`config.mk`:
```
export PLATFORM = sky130hd
export DESIGN_NAME = stopwatch_core
export DESIGN_NICKNAME = d
export VERILOG_FILES = /design/src/rtl/stopwatch_core.sv
export SDC_FILE = /design/constraint.sdc
export NUM_CORES = 1
export LEC_CHECK = 0
export ABC_AREA = 1
export CAP_MARGIN = 15
export CELL_PAD_IN_SITES_DETAIL_PLACEMENT = 1
export CELL_PAD_IN_SITES_GLOBAL_PLACEMENT = 1
export CORE_UTILIZATION = 47
export DETAILED_ROUTE_END_ITERATION = 16
export PLACE_DENSITY = 0.89
export SETUP_SLACK_MARGIN = 0.3
export SYNTH_ARGS = -nofsm -noshare
export SYNTH_HDL_FRONTEND = slang
export SYNTH_SLANG_ARGS = --single-unit
```
`constraint.sdc`:
```
create_clock -name CLOCK_50 -period 2.73 [get_ports CLOCK_50]
set_input_delay 0.6825 -clock CLOCK_50 [delete_from_list [all_inputs] [get_ports CLOCK_50]]
set_output_delay 0.6825 -clock CLOCK_50 [all_outputs]
set_load 0.05 [all_outputs]
```
`src/rtl/stopwatch_core.sv`:
```
// stopwatch_core: single-clock BCD stopwatch with key edge detection, lap hold
// and a configurable overflow policy (wrap or saturate-and-stop).
module stopwatch_core #(
  parameter int unsigned TICK_DIV    = 500000,
  parameter int unsigned DIGITS      = 6,
  parameter bit          SEXAGESIMAL = 1'b1,
  parameter bit          WRAP        = 1'b1
) (
  input  logic                CLOCK_50,
  input  logic                RESET_N,
  input  logic                start_stop_n,
  input  logic                lap_n,
  input  logic                clear_n,
  output logic [4*DIGITS-1:0] bcd,
  output logic                running,
  output logic                lap_active,
  output logic                overflow,
  output logic                tick
);

  localparam int unsigned   PW       = (TICK_DIV > 1) ? $clog2(TICK_DIV) : 1;
  localparam int unsigned   CW       = 4 * DIGITS;
  localparam logic [PW-1:0] PRE_LAST = PW'(TICK_DIV - 1);

  // key bit positions inside the synchroniser vectors
  localparam int unsigned K_SS  = 0;
  localparam int unsigned K_LAP = 1;
  localparam int unsigned K_CLR = 2;

  typedef enum logic {
    ST_STOPPED = 1'b0,
    ST_RUNNING = 1'b1
  } run_e;

  run_e          run_q, run_d;
  logic [2:0]    sync1_q, sync2_q, prev_q;
  logic [2:0]    press;
  logic [PW-1:0] pre_q, pre_d;
  logic          tick_q, tick_d;
  logic [CW-1:0] cnt_q, cnt_d, cnt_inc;
  logic [CW-1:0] lap_q, lap_d;
  logic          lap_act_q, lap_act_d;
  logic          ovf_q, ovf_d;
  logic          carry, full_scale, clr, sat_stop;

  function automatic logic [3:0] digit_lim(input int unsigned idx);
    return (SEXAGESIMAL && (idx == 3)) ? 4'd5 : 4'd9;
  endfunction

  // Key synchroniser plus previous-value flop; idle level is released (1).
  always_ff @(posedge CLOCK_50 or negedge RESET_N) begin
    if (!RESET_N) begin
      sync1_q <= '1;
      sync2_q <= '1;
      prev_q  <= '1;
    end else begin
      sync1_q <= {clear_n, lap_n, start_stop_n};
      sync2_q <= sync1_q;
      prev_q  <= sync2_q;
    end
  end

  assign press   = ~sync2_q & prev_q;
  assign running = (run_q == ST_RUNNING);
  assign clr     = press[K_CLR] && !running;

  // Run/stop state register.
  always_ff @(posedge CLOCK_50 or negedge RESET_N) begin
    if (!RESET_N) run_q <= ST_STOPPED;
    else          run_q <= run_d;
  end

  // Run/stop next state: a saturating overflow overrides a coincident start press.
  always_comb begin
    run_d = run_q;
    if (press[K_SS]) run_d = (run_q == ST_RUNNING) ? ST_STOPPED : ST_RUNNING;
    if (sat_stop)    run_d = ST_STOPPED;
  end

  // Prescaler: advances only while running, so the sub-tick fraction survives a stop.
  always_comb begin
    tick_d = running && (pre_q == PRE_LAST);
    pre_d  = pre_q;
    if (clr)          pre_d = '0;
    else if (running) pre_d = tick_d ? '0 : pre_q + PW'(1);
  end

  // BCD increment with combinational carry ripple; final carry marks full scale.
  always_comb begin
    cnt_inc = cnt_q;
    carry   = tick_q;
    for (int unsigned i = 0; i < DIGITS; i++) begin
      if (carry) begin
        if (cnt_q[4*i +: 4] == digit_lim(i)) begin
          cnt_inc[4*i +: 4] = 4'd0;
        end else begin
          cnt_inc[4*i +: 4] = cnt_q[4*i +: 4] + 4'd1;
          carry             = 1'b0;
        end
      end
    end
    full_scale = carry;
  end

  // Count, overflow and lap next state; clear outranks increment and lap.
  always_comb begin
    cnt_d     = cnt_inc;
    ovf_d     = ovf_q;
    sat_stop  = 1'b0;
    lap_d     = lap_q;
    lap_act_d = lap_act_q;
    if (clr) begin
      cnt_d = '0;
      ovf_d = 1'b0;
    end else if (full_scale) begin
      ovf_d = 1'b1;
      if (!WRAP) begin
        cnt_d    = cnt_q;
        sat_stop = 1'b1;
      end
    end
    if (clr) begin
      lap_d     = '0;
      lap_act_d = 1'b0;
    end else if (press[K_LAP]) begin
      if (!lap_act_q) begin
        lap_d     = cnt_q;
        lap_act_d = 1'b1;
      end else begin
        lap_act_d = 1'b0;
      end
    end
  end

  // Datapath registers.
  always_ff @(posedge CLOCK_50 or negedge RESET_N) begin
    if (!RESET_N) begin
      pre_q     <= '0;
      tick_q    <= 1'b0;
      cnt_q     <= '0;
      lap_q     <= '0;
      lap_act_q <= 1'b0;
      ovf_q     <= 1'b0;
    end else begin
      pre_q     <= pre_d;
      tick_q    <= tick_d;
      cnt_q     <= cnt_d;
      lap_q     <= lap_d;
      lap_act_q <= lap_act_d;
      ovf_q     <= ovf_d;
    end
  end

  assign bcd        = lap_act_q ? lap_q : cnt_q;
  assign lap_active = lap_act_q;
  assign overflow   = ovf_q;
  assign tick       = tick_q;

endmodule
```
* Word level (Yosys, flattened, before mapping)
Cells that the tools add are included.
** Storage, ports and cells
- Input bits :: 5
- Logic and storage cells :: 80
- Output and inout port bits :: 28
- Register bits :: 80
** Cells by class
- Muxes and demuxes :: 37
- Equal/unequal tests :: 7
- Bitwise logic cells :: 2
- Reduce and logical (&&, ||, !) cells :: 12
- Add/subtract/negate cells :: 7
** Operators with widths (count)
- two-way mux 24 bit :: 4
- two-way mux 19 bit :: 3
- two-way mux 4 bit :: 12
- adder 4 x 1 -> 4 bit (second input constant) :: 6
- equality test 4 bit (second input constant) :: 5
- adder 19 x 1 -> 19 bit (second input constant) :: 1
- equality test 19 bit (second input constant) :: 1
- two-way mux 1 bit :: 18
- nonzero test 2 bit :: 9
- equality test 4 x 3 -> 1 bit (second input constant) :: 1
- AND 3 bit :: 1
- NOT 3 bit :: 1
- logical AND 1 bit :: 2
- zero test 1 bit :: 1

* Logic depth before layout (Yosys ltp)
- Word-level depth :: 10
- Mapped depth :: 9
- Depth with buffers taken out :: 9

* Least setup slack after synthesis
OpenSTA, ideal clock, no wires.
- Path type :: reg2out
- Start :: register lap_act_q (netlist: lap_active)
- End :: output port bcd[14]
- Slack :: -0.072 ns
- Buffers on the path :: 2
- Arrival :: 2.120 ns
- Data required time :: 2.047 ns
- Cell stages (with the launch flop) :: 4
- Path through :: dfrtp_1 > clkbuf_1 > clkbuf_1 > o21ai_0
** On the way
- Cells in the longest elaborated chain, start to end :: 1
** Ends and longest elaborated chain
- start, declared :: line 42 : logic lap_act_q, lap_act_d;
- start signal, assigned :: line 149 : lap_act_q <= lap_act_d;
- two-way mux 24 bit
- end, declared :: line 14 : output logic [4*DIGITS-1:0] bcd,
Every way passes these cells.

* Worst setup path after layout
Same ends and word-level chain as after synthesis.

==> results.rst <==
.. list-table::
   :header-rows: 1

   * - Metric
     - Value
   * - Result of the run
     - finished clean
   * - Post-route fraction of the period consumed by the critical path
     - 88.30%
   * - Area of placed instances
     - 0.004877 mm^2
   * - CTS H-tree lvls
     - 3
   * - Most used cells in the layout excluding fill and tap cells
     - 129 x nand2_1, 70 x dfrtp_1, 69 x nor2_1
   * - Required time at the worst-slack endpoint
     - 2.05 ns
   * - Clock input transition at the sequential cells of the worst setup and hold paths
     - 0.09 ns
   * - Kind of critical path
     - flop to primary output
   * - Core Box Area
     - 0.008678 mm^2
   * - Post-route antenna net violation count
     - 0
   * - DIE WIDTH
     - 96.49 um
   * - Area of all placed cells without fillers
     - 0.005137 mm^2
   * - GRT Residual Overflow
     - 0
   * - Worst setup skew after layout
     - 0.01158 ns
   * - Sort of element at the start of the critical path
     - flop
   * - Flops & latches, synth
     - 80
   * - Multi-input gate area in the final layout
     - 0.001918 mm^2
   * - Gr usage total
     - 26.06%
   * - First-pass GRT wire length
     - 18,460 um
   * - Leakage power
     - 2.397 nW
   * - Warning count from the yosys run
     - 0
   * - Ratio of cells with drive above 1 in the final layout
     - 14.49%
   * - Worst vdd rail ir drop
     - 404.3 uV
   * - Data arrival time at the worst-slack endpoint
     - 1.73 ns
   * - Maximum number of pins on one net before global-route repair
     - 41
   * - Worst skew pair latency
     - 0.36 ns
   * - Flip-flop and latch area
     - 0.002014 mm^2
   * - Setup slack of the worst register-to-register path
     - 0.72 ns
   * - Hold crit path type
     - primary input to asynchronous set/reset pin
   * - Num CTS Buffers
     - 9
   * - Antenna violations before repair
     - 0
   * - Seq/Total Area, Yosys
     - 47.97%
   * - Root buffer cell
     - clkbuf_8
   * - Worst-path maximum fanout
     - 11
   * - Maximum clock path buffer count
     - 2
   * - Fillers
     - 1,049
   * - Destination of the worst register-to-register timing path
     - cnt_q[6]$_DFFE_PN0P_
   * - Final weighted congestion of routability-driven global placement
     - 0.8636
   * - Cell total after placement
     - 660
   * - Worst r2r src
     - sync2_q[2]$_DFF_PN1_
   * - Normalized max-slew margin
     - 51.14%
   * - Most common cell after layout, fill and taps aside
     - nand2_1
   * - Slew at the pin closest to its max-slew limit
     - 0.7320 ns
   * - Total detailed-routing wirelength
     - 11,140 um
   * - Synthesized net count
     - 546
   * - Routed wirelength normalized by instance count
     - 16.36 um
   * - Final setup violation count
     - 0
   * - Area Growth Syn to Fin
     - 22.42%
   * - Fmax
     - 414.8 MHz
   * - Slew Limit Fails
     - 0
   * - Distinct cell type count after synthesis
     - 29
   * - Total DRC errors in the routed layout
     - 0
   * - Synthesized cell area
     - 0.004197 mm^2
   * - Power per standard cell area
     - 844.9 mW/mm^2
   * - Setup repair after global routing missed its margin
     - true
   * - Overall power of the completed layout
     - 4.341 mW
   * - Min Hold Slack
     - 0.2883 ns
   * - Vias per Instance
     - 5.539
   * - Die outline area
     - 0.009310 mm^2
   * - First-pass DRT Iterations
     - 4
   * - Reg2Reg Depth
     - 8
   * - CTS tree
     - built
   * - Number of instances in the synthesized netlist
     - 528
   * - Dpl hpwl
     - 7827 um
   * - Longest individual stage delay on the worst path
     - 0.50 ns
   * - Number of rows created at floorplan
     - 34
   * - Hold Violations, Final
     - 0
   * - Boundary Pins
     - 33
   * - Slowest CP cell
     - dfrtp_2
   * - Number of standard cells in the final layout excluding fillers
     - 681
   * - CP bufs+invs
     - 2
   * - Avg Cell Area, Syn
     - 7.948 um^2
   * - Number of violations of the max-capacitance limit
     - 0
   * - Post-route minimum period
     - 2.411 ns
   * - Post-layout net count
     - 586
   * - Starting utilization of the core area
     - 48.36%
   * - Worst-path cell chain
     - buf_4 -> o21ai_0 -> buf_12
   * - Number of vias in the routed layout
     - 3,772
   * - Vertical die dimension
     - 96.49 um
   * - Kind of end point of the critical path
     - primary output
   * - Crit-path leading delay family
     - flip-flops
   * - Vias in the first global route
     - 3,889
   * - Port Buffers
     - 32
   * - Starting DRT DRC Count
     - 153
   * - Number of hold buffers added after cts
     - 0
   * - Num Clock Sinks
     - 80
   * - Inserted Diodes
     - 0
   * - Final standard cell utilization of the core
     - 59.20%
-- worst reg2reg max path: cells and delay by family (launching register included) --
kind                   cells  cell delay [ns]
flip-flops                 1             0.53
AND/OR/NAND/NOR            6             0.96
buffers and inverters      2             0.46
-- worst max-delay path by stage --
stage,from,to,slack (ns),cells past startpoint
6_report,lap_active$_DFFE_PN0P_,bcd[14],0.32,3
5_1_grt,lap_active$_DFFE_PN0P_,bcd[14],0.28,3
4_1_cts,lap_active$_DFFE_PN0P_,bcd[9],0.30,3
3_5_place_dp,lap_active$_DFFE_PN0P_,bcd[4],0.54,3
3_3_place_gp,lap_active$_DFFE_PN0P_,bcd[7],0.62,3
2_1_floorplan,lap_active$_DFFE_PN0P_,bcd[14],-0.07,3
-- repair_timing --
action | 4_1_cts | 5_1_grt
resized for setup | 6 | 6
endpoints found under the hold margin | 0 | 0
setup buffers | 0 | 5
endpoints found under the setup margin | 18 | 15
-- cell type report --
type | count | share of cell area (%)
sequential | 80 | 39.21
multi-input combinational | 379 | 37.34
timing repair buffer | 44 | 12.62
inverter | 54 | 3.945
clock buffer | 12 | 3.653
tap | 108 | 2.630
clock inverter | 4 | 0.6089
-- cells by family (layout without fill, tap and decap cells) --
family	count (synthesis)	count (layout)	share of synthesized area, %
XOR/XNOR	15	15	3.131
AO/OA/AOI/OAI	88	88	11.30
AND/OR/NAND/NOR	263	263	27.40
flip-flops	80	80	47.97
adder cells (fa/ha/maj)	13	13	3.876
buffers and inverters	69	114	6.321
-- per-stage QoR --
stage | setup TNS, ns | setup WS (ns)
3_3_place_gp | 0 | 0.6243
5_1_grt | 0 | 0.2811
6_report | 0 | 0.3194
3_5_place_dp | 0 | 0.5389
4_1_cts | 0 | 0.2978
2_1_floorplan | -1.014 | -0.07248
-- cells in the mapped netlist --
cell type / count / area, um^2
a31oi_1: 2 / 12.51
inv_2: 1 / 3.750
nand2_2: 2 / 12.51
inv_1: 53 / 198.9
xnor2_1: 2 / 17.52
nand4_1: 10 / 62.56
ha_1: 13 / 162.7
o21bai_1: 4 / 30.03
o21ai_1: 2 / 10.01
nor2_1: 69 / 259.0
clkbuf_1: 10 / 37.54
o21ai_0: 62 / 310.3
nand4_4: 1 / 21.27
nor3_4: 1 / 16.27
o21ai_2: 2 / 17.52
nand3_1: 35 / 175.2
and2_1: 1 / 6.260
nand3_4: 2 / 35.03
dfrtp_1: 71 / 1777
a21oi_1: 6 / 30.03
o22ai_1: 9 / 56.30
nand2_1: 129 / 484.2
nor3_1: 3 / 15.01
dfstp_2: 9 / 236.5
or2_2: 4 / 25.02
buf_2: 5 / 25.02
a22oi_1: 1 / 7.510
nor2_2: 6 / 37.54
xor2_1: 13 / 113.9
-- metal layers --
| layer | GRT usage [%] | part of all wire, % | routed length, um | up-vias |
|---|---|---|---|---|
| li1 | - | - | - | 1788 |
| met1 | 32.64 | 45 | 4980 | 1902 |
| met2 | 45.31 | 51 | 5640 | 59 |
| met3 | 3.521 | 2.0 | 221 | 23 |
| met4 | 10.54 | 2.7 | 296 | 0 |
| met5 | 0 | 0 | 0 | - |
-- sequential cells by signal, indices dropped and copies added, names as in the netlist --
name,cells
running,1
tick,1
lap_q,24
sync1_q,3
overflow,1
sync2_q,3
cnt_q,24
prev_q,3
lap_active,1
pre_q,19
-- power breakdown --
| part | internal [mW] | switching (mW) |
|---|---|---|
| registers | 1.40 | 0.193 |
| clock network | 0.472 | 0.464 |
| logic | 0.700 | 1.12 |
| total | 2.57 | 1.77 |
(Power assumes the default switching activity.)
